===== config.mk =====
export PLATFORM = sky130hd
export DESIGN_NAME = mux_8_1_72_rr_arb
export DESIGN_NICKNAME = d
export VERILOG_FILES = /design/src/rtl/mux_8_1_72_rr_arb.sv
export SDC_FILE = /design/constraint.sdc
export NUM_CORES = 1
export LEC_CHECK = 0
export CORE_ASPECT_RATIO = 1.1
export CORE_UTILIZATION = 64
export CTS_CLUSTER_DIAMETER = 30
export DETAILED_ROUTE_END_ITERATION = 10
export DONT_BUFFER_PORTS = 1
export GPL_TIMING_DRIVEN = 0
export PLACE_DENSITY = 0.8
export SLEW_MARGIN = 10
export SYNTH_ARGS = -nofsm -noshare
export SYNTH_HDL_FRONTEND = slang
export SYNTH_SLANG_ARGS = --single-unit

===== constraint.sdc =====
create_clock -name clk -period 11.3 [get_ports clk]
set_input_delay 2.825 -clock clk [delete_from_list [all_inputs] [get_ports clk]]
set_output_delay 2.825 -clock clk [all_outputs]
set_load 0.01 [all_outputs]

===== src/rtl/mux_8_1_72_rr_arb.sv =====
`default_nettype none
// ============================================================================
//  Module      : mux_8_1_72_rr_arb
//  Description : Round-robin arbiter and sequencer for an 8:1 x 3-bit select
//                datapath. One requester is granted at a time. It streams
//                registered beats over a valid/ready output for up to
//                MAX_HOLD beats, then the datapath passes to the next
//                requester in round-robin order.
//  Revision    : 1.0 - initial release
// ----------------------------------------------------------------------------
//  Parameters
//    MAX_HOLD   beats per grant before forced release (legal 1..15)
//  Ports
//    clk        clock, rising edge
//    rst        asynchronous active-high reset
//    req[7:0]   per-source request
//    d0..d7     3-bit source data
//    out_ready  downstream accepts the beat this cycle
//    out_valid  y holds a valid beat
//    y[2:0]     registered selected data
//    s[2:0]     select of the current or last grantee
//    gnt[7:0]   one-hot grant, zero when idle
//    busy       high while a grant is active
// ============================================================================
module mux_8_1_72_rr_arb #(
    parameter int MAX_HOLD = 4
) (
    input  logic       clk,
    input  logic       rst,
    input  logic [7:0] req,
    input  logic [2:0] d0,
    input  logic [2:0] d1,
    input  logic [2:0] d2,
    input  logic [2:0] d3,
    input  logic [2:0] d4,
    input  logic [2:0] d5,
    input  logic [2:0] d6,
    input  logic [2:0] d7,
    input  logic       out_ready,
    output logic       out_valid,
    output logic [2:0] y,
    output logic [2:0] s,
    output logic [7:0] gnt,
    output logic       busy
);

    typedef enum logic [0:0] {
        IDLE  = 1'b0,
        GRANT = 1'b1
    } state_t;

    localparam logic [3:0] c_HOLD_LAST = 4'(MAX_HOLD - 1);

    state_t     r_state, w_state_n;
    logic [2:0] r_s,     w_s_n;
    logic [7:0] r_gnt,   w_gnt_n;
    logic [2:0] r_y,     w_y_n;
    logic [3:0] r_hold,  w_hold_n;
    logic [2:0] r_ptr,   w_ptr_n;

    logic [2:0] w_d [8];
    logic [2:0] w_ptr_rel;
    logic [3:0] w_arb_idle;   // {found, winner} searched from r_ptr
    logic [3:0] w_arb_rel;    // {found, winner} searched from the post-release pointer
    logic       w_release;

    assign w_d[0] = d0;
    assign w_d[1] = d1;
    assign w_d[2] = d2;
    assign w_d[3] = d3;
    assign w_d[4] = d4;
    assign w_d[5] = d5;
    assign w_d[6] = d6;
    assign w_d[7] = d7;

    // First requesting index at or after p, wrapping modulo 8.
    function automatic logic [3:0] f_arb(input logic [7:0] r, input logic [2:0] p);
        logic       found;
        logic [2:0] win;
        logic [2:0] idx;
        found = 1'b0;
        win   = p;
        for (int k = 0; k < 8; k++) begin
            idx = p + 3'(k);
            if (!found && r[idx]) begin
                found = 1'b1;
                win   = idx;
            end
        end
        return {found, win};
    endfunction

    // The releasing source becomes lowest priority, so the rotated
    // search starts immediately after it.
    assign w_ptr_rel  = r_s + 3'd1;
    assign w_arb_idle = f_arb(req, r_ptr);
    assign w_arb_rel  = f_arb(req, w_ptr_rel);
    assign w_release  = !req[r_s] || (r_hold == c_HOLD_LAST);

    always_comb begin
        w_state_n = r_state;
        w_s_n     = r_s;
        w_gnt_n   = r_gnt;
        w_y_n     = r_y;
        w_hold_n  = r_hold;
        w_ptr_n   = r_ptr;
        case (r_state)
            IDLE: begin
                if (w_arb_idle[3]) begin
                    w_state_n = GRANT;
                    w_s_n     = w_arb_idle[2:0];
                    w_gnt_n   = 8'b1 << w_arb_idle[2:0];
                    w_y_n     = w_d[w_arb_idle[2:0]];
                    w_hold_n  = 4'd0;
                end
            end
            GRANT: begin
                // Without a transfer everything stays frozen.
                if (out_ready) begin
                    if (w_release) begin
                        w_ptr_n = w_ptr_rel;
                        if (w_arb_rel[3]) begin
                            // Hand over in the same edge: no bubble.
                            w_s_n    = w_arb_rel[2:0];
                            w_gnt_n  = 8'b1 << w_arb_rel[2:0];
                            w_y_n    = w_d[w_arb_rel[2:0]];
                            w_hold_n = 4'd0;
                        end else begin
                            // s and y keep the last grantee's values.
                            w_state_n = IDLE;
                            w_gnt_n   = 8'd0;
                        end
                    end else begin
                        w_hold_n = r_hold + 4'd1;
                        w_y_n    = w_d[r_s];
                    end
                end
            end
            default: w_state_n = IDLE;
        endcase
    end

    always_ff @(posedge clk or posedge rst) begin
        if (rst) begin
            r_state <= IDLE;
            r_s     <= 3'd0;
            r_gnt   <= 8'd0;
            r_y     <= 3'd0;
            r_hold  <= 4'd0;
            r_ptr   <= 3'd0;
        end else begin
            r_state <= w_state_n;
            r_s     <= w_s_n;
            r_gnt   <= w_gnt_n;
            r_y     <= w_y_n;
            r_hold  <= w_hold_n;
            r_ptr   <= w_ptr_n;
        end
    end

    assign busy      = (r_state == GRANT);
    assign out_valid = busy;
    assign y         = r_y;
    assign s         = r_s;
    assign gnt       = r_gnt;

endmodule
`default_nettype wire


# Word-level counts from Yosys, hierarchy flattened
# Cells that the tools add are included.
# word_totals
output_inout_bits	16
register_bits	22
elab_cells	186
in_bits	35
# classes
shift	2
n_reduce_logical	34
n_bitwise	4
n_addsub	16
n_eq_ne	6
mux	98
n_lt_le_gt_ge	20
# ops
op	n
$mux 3	28
$lt 3x4->1 const B	17
$bmux 1 s3	17
$mux 1	37
$mux 8	4
$bmux 3 s3	3
$add 3x3->3 const B	8
$mux 4	4
$pmux 8 s2	1
$shl 1x3->8 const A	2
$logic_not 1->1	15
$logic_and 1x1->1	14
$add 3x2->3 const B	4
$ge 4x4->1 const B	3
$not 3->4	3
$pmux 3 s2	2
$add 3x1->3 const B	3
$reduce_and 3->1	3
$pmux 4 s2	1
$add 4x1->4 const B	1
$eq 4x2->1 const B	1
$ne 2x1->1 const B	2
$ne 2x2->1 const B	2
$reduce_and 4->1	1
4 further kinds	4

# Logic depth before layout (Yosys ltp)
# Gate-level depths: netlist of run 1.
# depth
word_depth	33
ltp_mapped	16
mapped_depth_nobuf	12

# Worst setup path before layout of run 1
# OpenSTA, ideal clock, no wires.
# synth_timing
path_type	input to register
start	input port req[1]
end	register r_y[1], in the netlist y[1]
path_slack_ns	5.727
arrival_ns	5.437
path_stages	11
setup_time_ns	0.136
required_time_ns	11.164
n_path_buf	2
path_cell_list	clkbuf_2 mux4_2 mux2i_2 nand2_2 nor4_4 a221oi_2 xnor2_2 buf_6 mux4_2 a22oi_1 o211ai_1
# synth_between
elab_chain_cells	32
elab_cells_between_ends	110
classes_between	2 x eq/ne; 75 x mux; 2 x bitwise; 31 x reduce/logical
# synth_rtl
item	line	text
from (decl)	30	input logic [7:0] req,
$bmux 1 s3	85	if (!found && r[idx]) begin
$mux 1 (implied by the code)	85	
$mux 1	85	
$logic_not 1->1	85	
$logic_and 1x1->1	85	
$mux 1	85	
$logic_not 1->1	85	
$logic_and 1x1->1	85	
[15 not listed]	n/a	
$mux 3	85	
$not 3->4 (implied by the code)	126	w_y_n = w_d[w_arb_rel[2:0]];
$bmux 3 s3	126	
$mux 3 (implied by the code) (2 in a row)	126	
$mux 3	122	if (w_arb_rel[3]) begin
$mux 3	120	if (w_release) begin
$mux 3	119	if (out_ready) begin
$pmux 3 s2	107	case (r_state)
to (signal assigned)	155	r_y <= w_y_n;
to (decl)	57	logic [2:0] r_y, w_y_n;
# Several ways; a longest one is shown, not always the timed one. The select of a mux whose other input is x is not followed.
# A chain may end at the register's enable or synchronous reset.

# Final worst setup path of run 1
# layout_timing
start	input port req[1]
end	register r_y[2], in the netlist y[2]
# Same word-level chain as after synthesis.

==> flow_summary.toml, run 1 <==
[yosys]
synthCells = 475
yosys_register_bits = 22
syn_nets = 515
synth_enable_flop_cells = 0
syn_area_per_cell_um2 = 8.76
async_flop_share_pct = 100
yosysWarnings = 0
yosysSeqAreaShare_pct = 13.2
synth.distinct_cells = 90
netlist_top_cells_area = "mux4_2 (16%), dfrtp_1 (13%), mux2i_1 (4.8%), nand2_1 (4.6%), o21ai_0 (3.8%)"
synthFlopType = "dfrtp_1"
synth_area_um2 = 4160
yosysTopAreaCell = "mux4_2"
yosysTopAreaCellShare_pct = 16.2

[route]
drc = 0
antenna_left = 0
totalWireLength_mm = 11.8
wl_per_cell_um = 21.1
drtPass1Iterations = 5
viasPerCell = 7.34
first_iter_violations = 418
num_vias = 4105

[clock_tree]
path_clk_slew_ps = 90
clock-root-buffer = "clkbuf_8"
htreeDepth = 1
cts.path.max_buffers = 2
worstSkewPairLatency_ps = 280
cts_hold_buf = 0
clock_sinks = 22
cts_tree = "yes"
cts_setup_buffers = 0
cts_resized = 0
cts_buffers = 3

[sta]
rsz0062_at_grt = "no"
final_hold_viol_count = 0
min_period_ps = 5820
finalSetupTns_ps = 0
tightest_slew_ps = 857
slew_violations = 0
fmax_mhz = 172
finalClockSkew_ps = 2.61
finalSetupViolations = 0
post-route-period-util_pct = 51.5
slew_headroom_pct = 42.8

[setup_path]
rr_startpoint = "r_ptr[0]$_DFFE_PP0P_"
required_ps = 11440
critPathKind = "in2reg"
crit_arrival_ps = 5960
critPathCaptureType = "register"
cp_max_fo = 10
crit_start = "req[1]"
crit_path_start_kind = "input port"

[global_route]
gr-usage-all-layers_pct = 35.4
grt_pass1_vias = 3920
grt_overflow = 0
grt_max_degree = 23
grt_pass1_wl_mm = 19.1
antenna_found_initial = 0

[placed_design]
dp.cells = 555
numPortBuffers = 0
hpwl_mm = 8.98
place_congestion = 0.878

[worst_hold_path]
hold_class = "reg2reg"
hold_path_startpoint = "r_hold[1]$_DFFE_PP0P_"

[floorplanning]
initial_utilization_pct = 66.8
core_area_um2 = 6230
die_w_um = 78.9
die_h_um = 86.6
dieArea_um2 = 6830
rows = 30
ios = 51

[final_layout]
antenna_cells = 0
area_delta_synth_final_pct = 4.12
drive_gt1_share_pct = 20.5
final.fill_count = 515
fin_cells = 559
layout.nets = 520

[job]
max-cap-violations = 0

[outcome]
status = "finished, final reports clean"
[cells by family (layout without fill, tap and decap cells)]
logic type                 Yosys count  count (layout)  share of synthesized area [%]
AOI/OAI and AO/OA                  146             146                           26.2
xor gates and xnor gates             8               8                           2.04
adders and majority gates            5               5                           1.50
buffers and inverters               55              59                           7.40
DFF                                 22              22                           13.2
muxes                               67              67                           27.5
and+or+nand+nor                    172             172                           22.1
[flip-flops by register name, summed over array words and instances, names as in the netlist]
register and cells:
gnt 8, r_hold 4, y 3, r_ptr 3, busy 1, s 3
[synth_stat cells (3+ instances only)]
cell type and count:
a211o_1 3, a21o_1 5, a21oi_1 22, a22oi_1 8
a2bb2oi_1 3, a31oi_1 3, a32o_1 3, a32oi_1 7
and2_1 4, buf_1 3, buf_2 11, buf_4 5
buf_6 9, clkbuf_1 8, dfrtp_1 22, ha_1 5
inv_1 17, mux2_2 9, mux2i_1 20, mux4_1 4
mux4_2 30, nand2_1 51, nand2b_1 9, nand3_1 25
nand3b_1 4, nand4_1 5, nand4b_1 3, nor2_1 27
nor2_4 3, nor2b_1 9, nor3_1 5, nor3b_1 7
nor4b_1 3, o211ai_1 4, o21a_1 5, o21ai_0 32
o21ai_1 6, o31a_1 3, xnor2_1 4
[worst max-delay path, stage by stage]
cell      delay [ps]
clkbuf_2         170
mux4_2           560
mux2i_2          240
nand2_2          170
nor4_4           420
a221oi_2         150
xnor2_2          370
buf_6            220
mux4_2           520
a22oi_1          180
o211ai_1         130
[layout make-up]
type                    count  area, um2  share of cell area (%)
multi-input cells         398       3300                    76.2
flip-flops and latches     22        551                    12.7
plain buffers              37        240                    5.54
well taps                  80        100                    2.31
inverters                  18       67.6                    1.56
clock buffers               3       41.3                   0.953
clock inverters             1       30.0                   0.693
[final timing paths]
path                                         end  slack (ps)  cells past startpoint
max                             y[2]$_DFFE_PP0P_        5480                     11
min                        r_hold[1]$_DFFE_PP0P_         550                      2
max reg2reg                     y[2]$_DFFE_PP0P_        6920                     16
min reg2reg                r_hold[1]$_DFFE_PP0P_         550                      2
max in group asynchronous     gnt[2]$_DFFE_PP0P_        8170                      1
min in group asynchronous     gnt[7]$_DFFE_PP0P_        2610                      1
[stage by stage]
stage                     instance area, um2  hold WS [ps]  utilization, %  worst slack [ps]
after floorplan                         4160           476               -              5730
after global placement                  4260           497            68.4              5330
after detailed placement                4260           533            68.4              5240
after CTS                               4330           548            69.5              5520
after global routing                    4330           578            69.5              5350
final                                   4330           547            69.5              5480
[layer usage]
layer / routed length (um) / vias up / global-route usage, % / part of all wire, %
li1: - / 1866 / - / -
met1: 4740 / 2000 / 47.3 / 40
met2: 5700 / 203 / 59.4 / 48
met3: 1010 / 36 / 4.84 / 8.5
met4: 367 / 0 / 11.1 / 3.1
met5: 0 / - / 0 / 0
[cells in the final DEF (no fill, tap or decap), types with 9 or more instances in the layout]
master	count
mux4_2	30
dfrtp_1	22
nand2b_1	9
mux2_2	9
buf_6	9
inv_1	17
nor2_1	27
buf_2	11
mux2i_1	20
nand3_1	25
a21oi_1	22
nand2_1	51
o21ai_0	32
nor2b_1	9
Power of run 1 is not shown: default switching activity piles up to over one toggle a cycle in this logic, so the estimate is an artifact.
==> run 2, diff against run 1 <==
clock period = 5.7 ns   (was 11.3 ns; I/O delays follow)
==> results of run 2 <==
Same layout as run 1 (identical final DEF). Status: finished, final reports clean.
Among the figures that moved: setup slack after placement 5240 ps -> 1040 ps; setup slack after layout 5480 ps -> 1280 ps; register-to-register setup slack 6920 ps -> 1320 ps
Power of run 2 is left out for the same reason.
==> run 3, diff against run 2 <==
clock period = 4.3 ns   (was 5.7 ns; I/O delays follow)
==> flow_summary.toml, run 3 (same netlist as run 1, synthesis figures left out) <==
[setup_path]
crit_path_start_kind = "register"
endpoint = "y[2]$_DFFE_PP0P_"
critPathKind = "reg2reg"
cp_max_fo = 10
rrSetupSlack_ps = 130
crit_start = "r_ptr[0]$_DFFE_PP0P_"
required_ps = 4440
rr_startpoint = "r_ptr[0]$_DFFE_PP0P_"
critPathCaptureType = "register"
timing.rr.end = "y[2]$_DFFE_PP0P_"
crit_arrival_ps = 4310
reg2reg_depth = 15

[clock_tree]
cts_tree = "yes"
clock_sinks = 22
worstSkewPairLatency_ps = 280
cts_buffers = 3
clock-root-buffer = "clkbuf_8"
cts_hold_buf = 0
path_clk_slew_ps = 90
cts.path.max_buffers = 2
htreeDepth = 1

[sta]
final_hold_viol_count = 0
fmax_mhz = 240
min_period_ps = 4170
finalSetupViolations = 0
finalSetupTns_ps = 0
slew_violations = 0
slew_headroom_pct = 42.1
rsz0062_at_grt = "no"
post-route-period-util_pct = 97.1
finalClockSkew_ps = 4.17
tightest_slew_ps = 868

[floorplanning]
dieArea_um2 = 6830
initial_utilization_pct = 66.8
core_area_um2 = 6230
die_h_um = 86.6
ios = 51
rows = 30
die_w_um = 78.9

[route]
num_vias = 4297
totalWireLength_mm = 12.6
viasPerCell = 7.42
wl_per_cell_um = 21.7
drc = 0
drtPass1Iterations = 5
first_iter_violations = 463
antenna_left = 0

[final_layout]
layout.nets = 540
multi_input_area_um2 = 3410
register_area_um2 = 552
drive_gt1_share_pct = 26.7
antenna_cells = 0
largest_reg_flops = 8
fin_util_pct = 73.8
area_delta_synth_final_pct = 10.5
final_common_cell = "nand2_1"
final.fill_count = 473
stdcell_area_um2 = 4600
final_cell_mix = "nand2_1 (50), o21ai_0 (31), mux4_2 (30)"

[global_route]
antenna_found_initial = 0
grt_overflow = 0
gr-usage-all-layers_pct = 35.4
grt_max_degree = 23
grt_pass1_wl_mm = 19.2
grt_pass1_vias = 3923

[placed_design]
hpwl_mm = 8.98
place_congestion = 0.878
dpl-instance-area_um2 = 4260
numPortBuffers = 0

[outcome]
status = "finished, final reports clean"

[worst_hold_path]
hold_class = "reg2reg"

[job]
max-cap-violations = 0
run 3: how the worst min path moves through the flow:
| stage | startpoint | endpoint | cells after the start |
|---|---|---|---|
| 2_1_floorplan | r_hold[1]$_DFFE_PP0P_ | r_hold[1]$_DFFE_PP0P_ | 2 |
| 3_3_place_gp | r_hold[1]$_DFFE_PP0P_ | r_hold[1]$_DFFE_PP0P_ | 2 |
| 3_5_place_dp | r_hold[1]$_DFFE_PP0P_ | r_hold[1]$_DFFE_PP0P_ | 2 |
| 4_1_cts | r_hold[0]$_DFFE_PP0P_ | r_hold[0]$_DFFE_PP0P_ | 1 |
| 5_1_grt | gnt[1]$_DFFE_PP0P_ | gnt[1]$_DFFE_PP0P_ | 2 |
| 6_report | r_hold[1]$_DFFE_PP0P_ | r_hold[1]$_DFFE_PP0P_ | 2 |
run 3: layer usage:
metal	routed length, um	GRT usage [%]	part of all wire, %
met1	4910	47.3	39
met2	6170	59.5	49
met3	1080	4.84	8.6
met4	411	11.1	3.3
met5	0	0	0
run 3: repair_timing:
action / CTS / global route
setup endpoints to repair: 1 / 7
gates cloned: 0 / 1
setup buffers: 1 / 18
resized for setup: 0 / 23
pin swaps: 1 / 8
run 3: area by class of cell:
cell class / instances / share of cell area (%)
Timing Repair Buffer: 19 / 3.10
Sequential cell: 22 / 12.0
Clock inverter: 1 / 0.653
Tap cell: 80 / 2.18
Inverter: 18 / 1.61
Buffer: 37 / 5.31
Clock buffer: 3 / 0.898
Multi-Input combinational cell: 399 / 74.3
run 3: worst max-delay path: stages (launching register included):
cell	delay, ps
dfrtp_1	390
buf_6	140
buf_6	150
clkinvlp_4	130
ha_4	290
buf_6	140
mux4_2	570
mux2i_2	230
nand2b_1	160
nor4_4	380
a221oi_2	140
xnor2_2	230
buf_4	180
mux4_1	560
a22oi_1	220
o211ai_1	130
run 3: through the flow:
| step | hold slack [ps] | setup slack [ps] | instances |
|---|---|---|---|
| floorplan | 476 | 477 | 475 |
| global placement | 497 | 75.7 | 555 |
| detailed placement | 533 | -9.13 | 555 |
| CTS | 548 | 9.38 | 560 |
| global route | 578 | 3.21 | 579 |
| finish | 550 | 127 | 579 |
Power of run 3 is left out for the same reason.
